<file path="src/rtl/exe_muldiv_seq_if.sv">
// -----------------------------------------------------------------------------
// exe_muldiv_seq_if
//   Request/response bundle between the execute stage and the iterative
//   RV32M multiply/divide sequencer.
//
//   Handshake: the master raises start with funct3/op1/op2 stable and keeps
//   all of them stable until done. The sequencer takes the request on a
//   rising edge where it is ready (not busy) and kill is low. It answers with
//   a one-cycle done pulse, and result holds its value from that pulse until
//   a later operation completes or reset. kill aborts any in-flight operation
//   and overrides a start in the same cycle.
//
//   Signals:
//     start  : request
//     kill   : abort current/requested operation
//     funct3 : M-extension operation select
//     op1    : rs1 value (multiplicand / dividend)
//     op2    : rs2 value (multiplier / divisor)
//     busy   : stall request, high while iterating
//     done   : one-cycle completion pulse
//     result : final value
// -----------------------------------------------------------------------------
interface exe_muldiv_seq_if;
    logic        start;
    logic        kill;
    logic [2:0]  funct3;
    logic [31:0] op1;
    logic [31:0] op2;
    logic        busy;
    logic        done;
    logic [31:0] result;

    modport master (
        output start, kill, funct3, op1, op2,
        input  busy, done, result
    );

    modport slave (
        input  start, kill, funct3, op1, op2,
        output busy, done, result
    );
endinterface

</file>
<file path="src/rtl/exe_muldiv_seq.sv">
// -----------------------------------------------------------------------------
// exe_muldiv_seq
//   Iterative RV32M multiply/divide sequencer. One 32-step shift-add multiply
//   or restoring divide runs over a single shared 34-bit adder and a 64-bit
//   product/remainder shift register. Division by zero and signed overflow
//   finish immediately without iterating.
//
//   Build option: define EXE_MULDIV_FAST_MUL_EN to finish multiplies in one
//   cycle on a 64-bit hardware multiplier; divides stay iterative.
//
//   Ports:
//     clk     : clock, all state on the rising edge
//     rst     : synchronous reset, active-low
//     md      : request/response bundle (slave side)
//     state_o : current sequencer state (0 IDLE, 1 CALC, 2 DONE) for observation
// -----------------------------------------------------------------------------
module exe_muldiv_seq (
    input  logic                    clk,
    input  logic                    rst,
    exe_muldiv_seq_if.slave         md,
    output logic [1:0]              state_o
);

    typedef enum logic [1:0] {
        S_IDLE = 2'd0,
        S_CALC = 2'd1,
        S_DONE = 2'd2
    } state_e;

    state_e      state_q, state_d;
    logic [4:0]  cnt_q, cnt_d;
    logic [63:0] prod_q, prod_d;    // {partial sum/remainder, multiplier/quotient}
    logic [31:0] opb_q, opb_d;      // multiplicand or divisor magnitude
    logic [2:0]  f3_q, f3_d;
    logic        neg_q, neg_d;      // final value must be negated
    logic [31:0] result_q, result_d;

    // ---------------- request decode ----------------
    logic        a_signed, b_signed, a_neg, b_neg, is_div, is_rem;
    logic [31:0] a_mag, b_mag;
    logic        div_zero, div_ovf, special;
    logic [31:0] special_res;
    logic        neg_in;

    always_comb begin
        a_signed = 1'b0;
        b_signed = 1'b0;
        case (md.funct3)
            3'b000, 3'b001, 3'b100, 3'b110: begin
                a_signed = 1'b1;
                b_signed = 1'b1;
            end
            3'b010:  a_signed = 1'b1;
            default: ;
        endcase
    end

    assign is_div   = md.funct3[2];
    assign is_rem   = md.funct3[1];
    assign a_neg    = a_signed & md.op1[31];
    assign b_neg    = b_signed & md.op2[31];
    assign a_mag    = a_neg ? (~md.op1 + 32'd1) : md.op1;
    assign b_mag    = b_neg ? (~md.op2 + 32'd1) : md.op2;
    assign div_zero = is_div & (md.op2 == 32'd0);
    assign div_ovf  = is_div & a_signed & (md.op1 == 32'h8000_0000) & (md.op2 == 32'hFFFF_FFFF);
    assign special  = div_zero | div_ovf;

    always_comb begin
        special_res = 32'd0;
        if (div_zero)
            special_res = is_rem ? md.op1 : 32'hFFFF_FFFF;
        else if (div_ovf)
            special_res = is_rem ? 32'd0 : 32'h8000_0000;
    end

    // Remainder takes the dividend's sign; everything else the XOR of signs.
    assign neg_in = (is_div & is_rem) ? a_neg : (a_neg ^ b_neg);

`ifdef EXE_MULDIV_FAST_MUL_EN
    logic signed [63:0] fast_a, fast_b, fast_p;
    logic [31:0]        fast_res;
    assign fast_a   = {{32{a_neg}}, md.op1};
    assign fast_b   = {{32{b_neg}}, md.op2};
    assign fast_p   = fast_a * fast_b;
    assign fast_res = (md.funct3[1:0] == 2'b00) ? fast_p[31:0] : fast_p[63:32];
`endif

    // ---------------- shared iteration datapath ----------------
    // Multiply: hi += (lo[0] ? mcand : 0), then shift the 65-bit pair right.
    // Divide: shift {hi,lo} left one, trial-subtract the divisor from the
    // 33-bit partial remainder; carry-in turns the adder into a subtractor.
    logic        calc_div;
    logic [32:0] shifted;
    logic [33:0] add_a, add_b, sum;
    logic [63:0] step;

    assign calc_div = f3_q[2];
    assign shifted  = {prod_q[63:32], prod_q[31]};
    assign add_a    = calc_div ? {1'b0, shifted} : {2'b00, prod_q[63:32]};
    assign add_b    = calc_div ? ~{2'b00, opb_q}
                               : {2'b00, (prod_q[0] ? opb_q : 32'd0)};
    assign sum      = add_a + add_b + {33'd0, calc_div};

    always_comb begin
        if (!calc_div)
            step = {sum[32:0], prod_q[31:1]};
        else if (!sum[33])   // no borrow: divisor fits, keep the difference
            step = {sum[31:0], prod_q[30:0], 1'b1};
        else
            step = {shifted[31:0], prod_q[30:0], 1'b0};
    end

    // Sign correction of the last step's value.
    logic [63:0] mul_full;
    logic [31:0] div_raw, fin_res;
    assign mul_full = neg_q ? (~step + 64'd1) : step;
    assign div_raw  = f3_q[1] ? step[63:32] : step[31:0];

    always_comb begin
        if (calc_div)
            fin_res = neg_q ? (~div_raw + 32'd1) : div_raw;
        else if (f3_q[1:0] == 2'b00)
            fin_res = mul_full[31:0];
        else
            fin_res = mul_full[63:32];
    end

    // ---------------- sequencer ----------------
    always_comb begin
        state_d  = state_q;
        cnt_d    = cnt_q;
        prod_d   = prod_q;
        opb_d    = opb_q;
        f3_d     = f3_q;
        neg_d    = neg_q;
        result_d = result_q;

        case (state_q)
            S_IDLE, S_DONE: begin
                state_d = S_IDLE;
                if (md.start && !md.kill) begin
                    f3_d   = md.funct3;
                    neg_d  = neg_in;
                    prod_d = {32'd0, (is_div ? a_mag : b_mag)};
                    opb_d  = is_div ? b_mag : a_mag;
                    cnt_d  = 5'd31;
                    state_d = S_CALC;
                    if (special) begin
                        result_d = special_res;
                        state_d  = S_DONE;
                    end
`ifdef EXE_MULDIV_FAST_MUL_EN
                    if (!is_div) begin
                        result_d = fast_res;
                        state_d  = S_DONE;
                    end
`endif
                end
            end
            S_CALC: begin
                prod_d = step;
                cnt_d  = cnt_q - 5'd1;
                if (cnt_q == 5'd0) begin
                    result_d = fin_res;
                    state_d  = S_DONE;
                end
            end
            default: state_d = S_IDLE;
        endcase

        // Abort wins over everything, including the final step's write-back.
        if (md.kill) begin
            state_d  = S_IDLE;
            result_d = result_q;
        end
    end

    always_ff @(posedge clk) begin
        if (!rst) begin
            state_q  <= S_IDLE;
            cnt_q    <= 5'd0;
            prod_q   <= 64'd0;
            opb_q    <= 32'd0;
            f3_q     <= 3'd0;
            neg_q    <= 1'b0;
            result_q <= 32'd0;
        end else begin
            state_q  <= state_d;
            cnt_q    <= cnt_d;
            prod_q   <= prod_d;
            opb_q    <= opb_d;
            f3_q     <= f3_d;
            neg_q    <= neg_d;
            result_q <= result_d;
        end
    end

    assign md.busy   = (state_q == S_CALC);
    assign md.done   = (state_q == S_DONE);
    assign md.result = result_q;
    assign state_o   = state_q;

endmodule

</file>
<file path="src/flat_wrapper.sv">
// flat-port wrapper written by rule: the top's interface ports become plain ports
module exe_muldiv_seq_flat 
  (clk, rst, state_o, md_start, md_kill, md_funct3, md_op1, md_op2, md_busy, md_done, md_result);
  exe_muldiv_seq_if md_i ();
  input  logic clk;
  input  logic rst;
  output logic [1:0] state_o;
  input wire logic [$bits(md_i.start)-1:0] md_start;
  input wire logic [$bits(md_i.kill)-1:0] md_kill;
  input wire logic [$bits(md_i.funct3)-1:0] md_funct3;
  input wire logic [$bits(md_i.op1)-1:0] md_op1;
  input wire logic [$bits(md_i.op2)-1:0] md_op2;
  output wire logic [$bits(md_i.busy)-1:0] md_busy;
  output wire logic [$bits(md_i.done)-1:0] md_done;
  output wire logic [$bits(md_i.result)-1:0] md_result;
  assign md_i.start = md_start;
  assign md_i.kill = md_kill;
  assign md_i.funct3 = md_funct3;
  assign md_i.op1 = md_op1;
  assign md_i.op2 = md_op2;
  assign md_busy = md_i.busy;
  assign md_done = md_i.done;
  assign md_result = md_i.result;
  exe_muldiv_seq u_core (.clk(clk), .rst(rst), .md(md_i), .state_o(state_o));
endmodule
</file>
<file path="config.mk">
export PLATFORM = sky130hd
export DESIGN_NAME = exe_muldiv_seq_flat
export DESIGN_NICKNAME = d
export VERILOG_FILES = /design/src/rtl/exe_muldiv_seq_if.sv /design/src/rtl/exe_muldiv_seq.sv /design/src/flat_wrapper.sv
export SDC_FILE = /design/constraint.sdc
export NUM_CORES = 1
export LEC_CHECK = 0
export BUFFER_PORTS_ARGS = -buffer_cell sky130_fd_sc_hd__buf_4
export CAP_MARGIN = 20
export CELL_PAD_IN_SITES_DETAIL_PLACEMENT = 0
export CELL_PAD_IN_SITES_GLOBAL_PLACEMENT = 2
export CORE_ASPECT_RATIO = 1.75
export CORE_MARGIN = 3
export CORE_UTILIZATION = 39
export CTS_BUF_LIST = sky130_fd_sc_hd__clkbuf_8
export DETAILED_ROUTE_END_ITERATION = 10
export HOLD_SLACK_MARGIN = 0.05
export PLACE_DENSITY_LB_ADDON = 0.1
export SLEW_MARGIN = 10
export SYNTH_ARGS = -nofsm -noshare
export SYNTH_HDL_FRONTEND = slang
export SYNTH_SLANG_ARGS = --single-unit
</file>
<file path="constraint.sdc">
create_clock -name clk -period 14.3 [get_ports clk]
set_clock_uncertainty 0.2 [all_clocks]
set_input_delay 2.145 -clock clk [delete_from_list [all_inputs] [get_ports clk]]
set_output_delay 2.145 -clock clk [all_outputs]
set_load 0.01 [all_outputs]
</file>
==> flow_summary_export.csv, run 1 <==
group,metric,value,unit
run_status,outcome,"completed",
worst_setup_path,crit_arrival,8.05,ns
worst_setup_path,reg2reg_from,"u_core.f3_q[2]",
worst_setup_path,endpoint,"u_core.md.result[18]",
worst_setup_path,worst-r2r-setup-slack,6.49,ns
clock_tree,postCtsHoldBufs,0,
logic_synthesis,syn-num-nets,2379,
logic_synthesis,yosys.area.top_type,"dfxtp_1",
logic_synthesis,postSynthAreaPerCell,6.97,um2
die,num_rows,96,
timing,fin_crit_sh,54.6,%
logic_synthesis,synthCells,2267,
clock_tree,cts_tree,"yes",
detailed_routing,post-route-drc-count,0,
logic_synthesis,seq_area_frac_synth,17.6,%
global_routing,grt_pass1_wl,115000,um
die,die_x,158,um
timing,relSlewSlack,23.0,%
logic_synthesis,synthAdderAreaFrac,3.34,%
die,fp.dieH,272,um
clock_tree,cts_resized,0,
cells_and_area,final_common_cell,"nand2_1",
timing,finalSetupViolCount,0,
placement,place.gp.congestion,1.03,
logic_synthesis,yosys_warnings,0,
detailed_routing,avgViaCountPerCell,6.62,
timing,hold_viol,0,
global_routing,grt_usage,35.3,%
global_routing,first_global_vias,17700,
logic_synthesis,synth_xor_area_share,6.93,%
global_routing,grt-ovfl-total,0,
clock_tree,cts.clk_slew.worst_paths,0.11,ns
logic_synthesis,synth_mux_area_share,6.28,%
die,io_pins,107,
logic_synthesis,ys_ff_latch,139,
logic_synthesis,yosys.area_share.simple,25.4,%
worst_setup_path,setup.worst_path.start,"u_core.f3_q[2]",
worst_setup_path,path_class,"flip-flop to flip-flop",
cells_and_area,final_cell_mix,"nand2_1 (277), a21oi_1 (210), nor2_1 (197), o21ai_0 (173), buf_4 (145)",
logic_synthesis,ys.flop_type,"dfxtp_1",
worst_setup_path,r2r_cells,23,
detailed_routing,dr_total_vias,18300,
placement,dpl.hpwl,60000,um
detailed_routing,dr.pass1.iters,7,
placement,io_buffer_count,106,
power_and_ir_drop,p_per_area,71.8,nW/um2
detailed_routing,wl_per_cell,28.0,um
global_routing,grt_max_degree,150,
clock_tree,htree_num_levels,4,
logic_synthesis,yosysUniqueCellTypes,109,
clock_tree,root_buffer,"clkbuf_8",
cells_and_area,fin_area,17300,um2
cells_and_area,fin_util,43.6,%
timing,rsz0062_at_grt,"no",
global_routing,antenna_found_initial,2,
cells_and_area,fillers,4258,
logic_synthesis,synthArstFlopShare,0,%
timing,worst_pin_slew,1.14,ns
clock_tree,clock_latency,0.53,ns
die,initial_core_util,39.8,%
timing,holdWs,0.269,ns
logic_synthesis,synth_top_family_by_area,"compound AO/OA/AOI/OAI gates",
clock_tree,cts-buffers-inserted,17,
logic_synthesis,syn-cell-area,15800,um2
clock_tree,postCtsSetupRepairBufs,0,
placement,placed_area,16900,um2
worst_setup_path,endpoint_kind,"flip-flop",
clock_tree,cts_max_path_buffers,2,
cells_and_area,syn2layout_area_growth,9.38,%
power_and_ir_drop,power.total,1240,uW
power_and_ir_drop,ir_worst_vdd,0.0000500,V
run,cap_viol_max_count,0,
worst_setup_path,crit_required,14.55,ns
logic_synthesis,ys_top_cells_by_area,"dfxtp_1 (18%), a21oi_1 (6.7%), nand2_1 (6.6%)",
logic_synthesis,synth_top_area_share,17.6,%
detailed_routing,ant_nets,0,
clock_tree,cts.sinks,139,
timing,slew_violations,0,
logic_synthesis,synth-edff-count,0,
hold_path,hp-class,"flip-flop to flip-flop",
worst_setup_path,critPathMaxFanout,149,
power_and_ir_drop,p_leak,0.00621,uW
timing,max_freq,128,MHz
timing,fin_crit,7.81,ns
detailed_routing,postRouteWirelength,77500,um
timing,fin_setup_tns,0,ns
die,core_area,39600,um2
die,dieArea,43000,um2
cells_and_area,nets,2369,
worst_setup_path,start_kind,"flip-flop",
cells_and_area,drive_above_1_share,13.7,%
worst_setup_path,reg2reg_to,"u_core.md.result[18]",
detailed_routing,drt_iter0_markers,1558,
logic_synthesis,synth_compound_area_share,35.2,%
[sequential cells by signal (all words and copies together), names as in the netlist]
name and count:
u_core.prod_q 64, u_core.md.result 32, u_core.state_o 2, u_core.neg_q 1, u_core.opb_q 32, u_core.cnt_q 5, u_core.f3_q 3
[where the power goes]
part,internal [uW],switching (uW),leakage (uW)
registers,403,21.9,0.00113
clock network,134,215,0.000207
logic,152,315,0.00487
total,689,552,0.00621
[worst min path at each step]
stage,start,end,slack (ns),cells after the start
after floorplan,u_core.opb_q[13],u_core.opb_q[13],0.24,2
after global placement,u_core.opb_q[13],u_core.opb_q[13],0.25,2
after detailed placement,u_core.opb_q[7],u_core.opb_q[7],0.26,2
after CTS,u_core.opb_q[13],u_core.opb_q[13],0.27,2
after global routing,u_core.cnt_q[4],u_core.cnt_q[4],0.29,1
final,u_core.opb_q[13],u_core.opb_q[13],0.27,2
[cells in the mapped netlist, types with 10 or more instances]
cell type	instances
nand3_1	51
and2_1	16
mux2_2	56
o41ai_1	12
o21ai_1	11
o21a_1	12
nor2b_1	10
clkbuf_1	131
nand2_1	277
a31oi_1	42
inv_1	35
o211ai_1	70
o31ai_1	38
nor3b_1	10
a211o_1	14
o21ai_0	173
xnor2_1	68
nor4_1	32
and3_1	20
ha_1	39
buf_1	23
nor3_1	82
xor2_1	57
nand4_1	31
o2111ai_1	12
a21o_1	20
or4_1	11
or3_1	21
or2_2	15
a21oi_1	210
a221oi_1	22
a221o_1	12
a211oi_1	36
a22oi_1	19
mux2i_1	35
o221ai_1	10
buf_2	16
dfxtp_1	139
nor2_1	199
nand2b_1	17
[worst max-delay path: stages (launching register included)]
cell and delay (ns):
dfxtp_4 0.47, buf_12 0.54, nor2b_2 0.09, buf_4 0.28, nand2_1 0.11, o21ai_0 0.09
ha_1 0.50, a21oi_1 0.25, o21ai_1 0.22, a222oi_1 0.43, and2_1 0.54, nand2_1 0.14
a21oi_1 0.25, ha_1 0.25, o221ai_1 0.21, nor3_1 0.49, nand3_1 0.26, or3_1 0.44
nor3_1 0.59, nand4_2 0.36, o31ai_2 0.37, xnor2_1 0.10, a221o_1 0.35, a31oi_1 0.16
[per-layer routing]
metal | vias up | share of wire (%) | track usage [%]
li1 | 8525 | - | -
met1 | 8713 | 39 | 42.4
met2 | 842 | 49 | 59.6
met3 | 207 | 5.7 | 3.90
met4 | 0 | 7.2 | 20.9
met5 | - | 0 | 0
[stage by stage]
stage	setup WS (ns)	instances
final	6.49	2762
after global routing	5.95	2762
after CTS	6.53	2760
after detailed placement	6.58	2728
after global placement	6.75	2728
after floorplan	5.73	2267
[cell type report]
| class | instances | area (um2) | area share [%] |
|---|---|---|---|
| Antenna cell | 2 | 5.00 | 0.0290 |
| Clock buffer | 17 | 234 | 1.35 |
| Clock inverter | 15 | 171 | 0.992 |
| Inverter | 38 | 144 | 0.833 |
| Multi-Input combinational cell | 1915 | 12200 | 70.7 |
| Sequential cell | 139 | 2790 | 16.1 |
| Tap cell | 490 | 613 | 3.55 |
| Timing Repair Buffer | 146 | 1110 | 6.42 |
[cells by family (layout without fill, tap and decap cells)]
group,Yosys count,count (layout)
multiplexers,92,92
buffers and inverters,213,216
AO/OA/AOI/OAI,824,824
adder cells (fa/ha/maj),41,41
flip-flops,139,139
AND/OR/NAND/NOR,833,833
other,0,2
XOR/XNOR,125,125
Power figures use the tool's default switching activity.
==> run 2, diff against run 1 <==
ABC_AREA = 1   (was default)
CORE_UTILIZATION = 33   (was 39)
clock period = 7.77 ns   (was 14.3 ns; I/O delays follow)
==> flow_summary_export.csv, run 2 <==
group,metric,value,unit
cells_and_area,largest-register,"u_core.prod_q",
timing,rsz0062_at_grt,"no",
clock_tree,cts.clk_slew.worst_paths,0.10,ns
hold_path,hp-class,"flip-flop to flip-flop",
power_and_ir_drop,p_leak,0.00910,uW
worst_setup_path,critPathTopFamily,"simple AND/OR/NAND/NOR gates",
cells_and_area,syn2layout_area_growth,10.3,%
logic_synthesis,syn-num-nets,3125,
logic_synthesis,ys_ff_latch,139,
worst_setup_path,path_class,"flip-flop to flip-flop",
detailed_routing,ant_nets,0,
logic_synthesis,ys_top_cells_by_area,"nand2_1 (20%), dfxtp_1 (17%), inv_1 (8.8%)",
global_routing,grt-ovfl-total,0,
placement,io_buffer_count,106,
worst_setup_path,path_depth,32,
detailed_routing,dr.pass1.iters,6,
die,die_x,176,um
logic_synthesis,synth-edff-count,0,
logic_synthesis,synthTopCellsByCount,"nand2_1 (900), inv_1 (392), nor2_1 (312)",
placement,place.gp.congestion,0.990,
global_routing,antenna_found_initial,2,
worst_setup_path,slowest_delay,0.52,ns
worst_setup_path,critPathMaxFanout,65,
placement,place_ws,1.42,ns
die,fp.dieH,303,um
power_and_ir_drop,p_per_area,149,nW/um2
cells_and_area,fin_util,36.9,%
die,initial_core_util,33.5,%
cells_and_area,largest_reg_flops,64,
worst_setup_path,reg2reg_to,"u_core.md.result[22]",
logic_synthesis,yosys.area.top_type,"nand2_1",
clock_tree,cts_tree,"yes",
logic_synthesis,postSynthAreaPerCell,5.54,um2
die,core_area,49900,um2
timing,fin_crit_sh,83.3,%
detailed_routing,dr_total_vias,20100,
global_routing,first_global_vias,19800,
placement,dpl.hpwl,72400,um
worst_setup_path,reg2reg_from,"u_core.f3_q[2]",
worst_setup_path,crit_arrival,6.72,ns
timing,hold_viol,0,
worst_setup_path,crit_required,8.02,ns
cells_and_area,final_cell_mix,"nand2_1 (900), inv_1 (392), nor2_1 (309), nand3_1 (249), o21ai_0 (198)",
run_status,outcome,"completed",
worst_setup_path,worst-r2r-setup-slack,1.30,ns
timing,fin_crit,6.47,ns
clock_tree,htree_num_levels,4,
die,num_rows,108,
global_routing,grt_pass1_wl,129000,um
worst_setup_path,cp_slowest_cell,"inv_4",
worst_setup_path,cpMostUsedCell,"nand2_1",
worst_setup_path,path_buf_inv,5,
die,io_pins,107,
clock_tree,postCtsHoldBufs,0,
worst_setup_path,r2r_cells,32,
logic_synthesis,yosys.cell_count.top_type,"nand2_1",
worst_setup_path,endpoint,"u_core.md.result[22]",
timing,setup_slack,1.30,ns
cells_and_area,drive_above_1_share,10.9,%
clock_tree,cts.sinks,139,
logic_synthesis,yosys_warnings,0,
logic_synthesis,synth_top_area_share,20.2,%
clock_tree,clock_latency,0.51,ns
timing,max_freq,154,MHz
cells_and_area,final_common_cell,"nand2_1",
clock_tree,postCtsSetupRepairBufs,0,
logic_synthesis,ys.flop_type,"dfxtp_1",
logic_synthesis,yosysUniqueCellTypes,61,
power_and_ir_drop,ir_worst_vdd,0.000119,V
worst_setup_path,setup.worst_path.start,"u_core.f3_q[2]",
detailed_routing,avgViaCountPerCell,5.40,
clock_tree,cts_max_path_buffers,2,
worst_setup_path,start_kind,"flip-flop",
cells_and_area,nets,3152,
timing,worst_pin_slew,1.05,ns
logic_synthesis,synthCells,3013,
clock_tree,cts-buffers-inserted,17,
cells_and_area,fillers,5756,
logic_synthesis,seq_area_frac_synth,16.7,%
global_routing,grt_max_degree,98,
run,cap_viol_max_count,0,
detailed_routing,postRouteWirelength,88300,um
detailed_routing,wl_per_cell,23.8,um
detailed_routing,drt_iter0_markers,1416,
global_routing,grt_usage,32.5,%
clock_tree,root_buffer,"clkbuf_8",
timing,slew_violations,0,
worst_setup_path,endpoint_kind,"flip-flop",
timing,fin_setup_tns,0,ns
clock_tree,cts_resized,0,
logic_synthesis,synthArstFlopShare,0,%
detailed_routing,post-route-drc-count,0,
die,dieArea,53400,um2
timing,relSlewSlack,29.3,%
timing,finalSetupViolCount,0,
logic_synthesis,syn-cell-area,16700,um2
-- run 2: worst min-delay path, cell delays in order, from the launching register on --
cell	delay, ns
dfxtp_1	0.32
nand2_1	0.06
a21oi_1	0.05
-- run 2: stage by stage --
stage	instances	cell area [um2]	power (uW)	hold WS, ns
after floorplan	3013	16700	1580	0.240
after global placement	3681	18000	2050	0.255
after detailed placement	3681	18000	2050	0.256
after CTS	3713	18400	2750	0.271
after global routing	3714	18400	2900	0.299
final	3715	18400	2750	0.270
-- run 2: cell families after synthesis --
| family | count (synthesis) | share of synthesized area, % |
|---|---|---|
| muxes | 1 | 0.135 |
| adders and majority gates | 41 | 3.16 |
| AOI/OAI and AO/OA | 516 | 17.7 |
| xor gates and xnor gates | 90 | 4.72 |
| DFF | 139 | 16.7 |
| buffers and inverters | 548 | 13.1 |
| and+or+nand+nor | 1678 | 44.5 |
-- run 2: final cells by class --
cell class	instances	area, um2	area share (%)
Tap cell	660	826	4.49
Clock inverter	14	181	0.986
Timing Repair Buffer	143	1070	5.83
Clock buffer	18	248	1.35
Multi-Input combinational cell	2326	11700	63.7
Inverter	413	1550	8.44
Antenna cell	2	5.00	0.0272
Sequential cell	139	2790	15.2
-- run 2: report_power, final --
group / internal (uW) / switching, uW
Sequential: 742 / 49.6
Clock: 333 / 361
Combinational: 354 / 907
-- run 2: worst min path at each step --
stage	slack [ns]	to	from	cells past startpoint
final	0.27	u_core.prod_q[60]	u_core.prod_q[60]	2
after global routing	0.30	u_core.prod_q[60]	u_core.prod_q[60]	2
after CTS	0.27	u_core.prod_q[60]	u_core.prod_q[60]	2
after detailed placement	0.26	u_core.prod_q[60]	u_core.prod_q[60]	2
after global placement	0.25	u_core.prod_q[60]	u_core.prod_q[60]	2
after floorplan	0.24	u_core.cnt_q[4]	u_core.cnt_q[4]	1
-- run 2: per-layer routing --
metal / GRT usage, % / wire, um
met4: 26.0 / 8590
met2: 60.3 / 45000
met5: 0 / 0
met1: 31.8 / 30400
met3: 4.93 / 4360
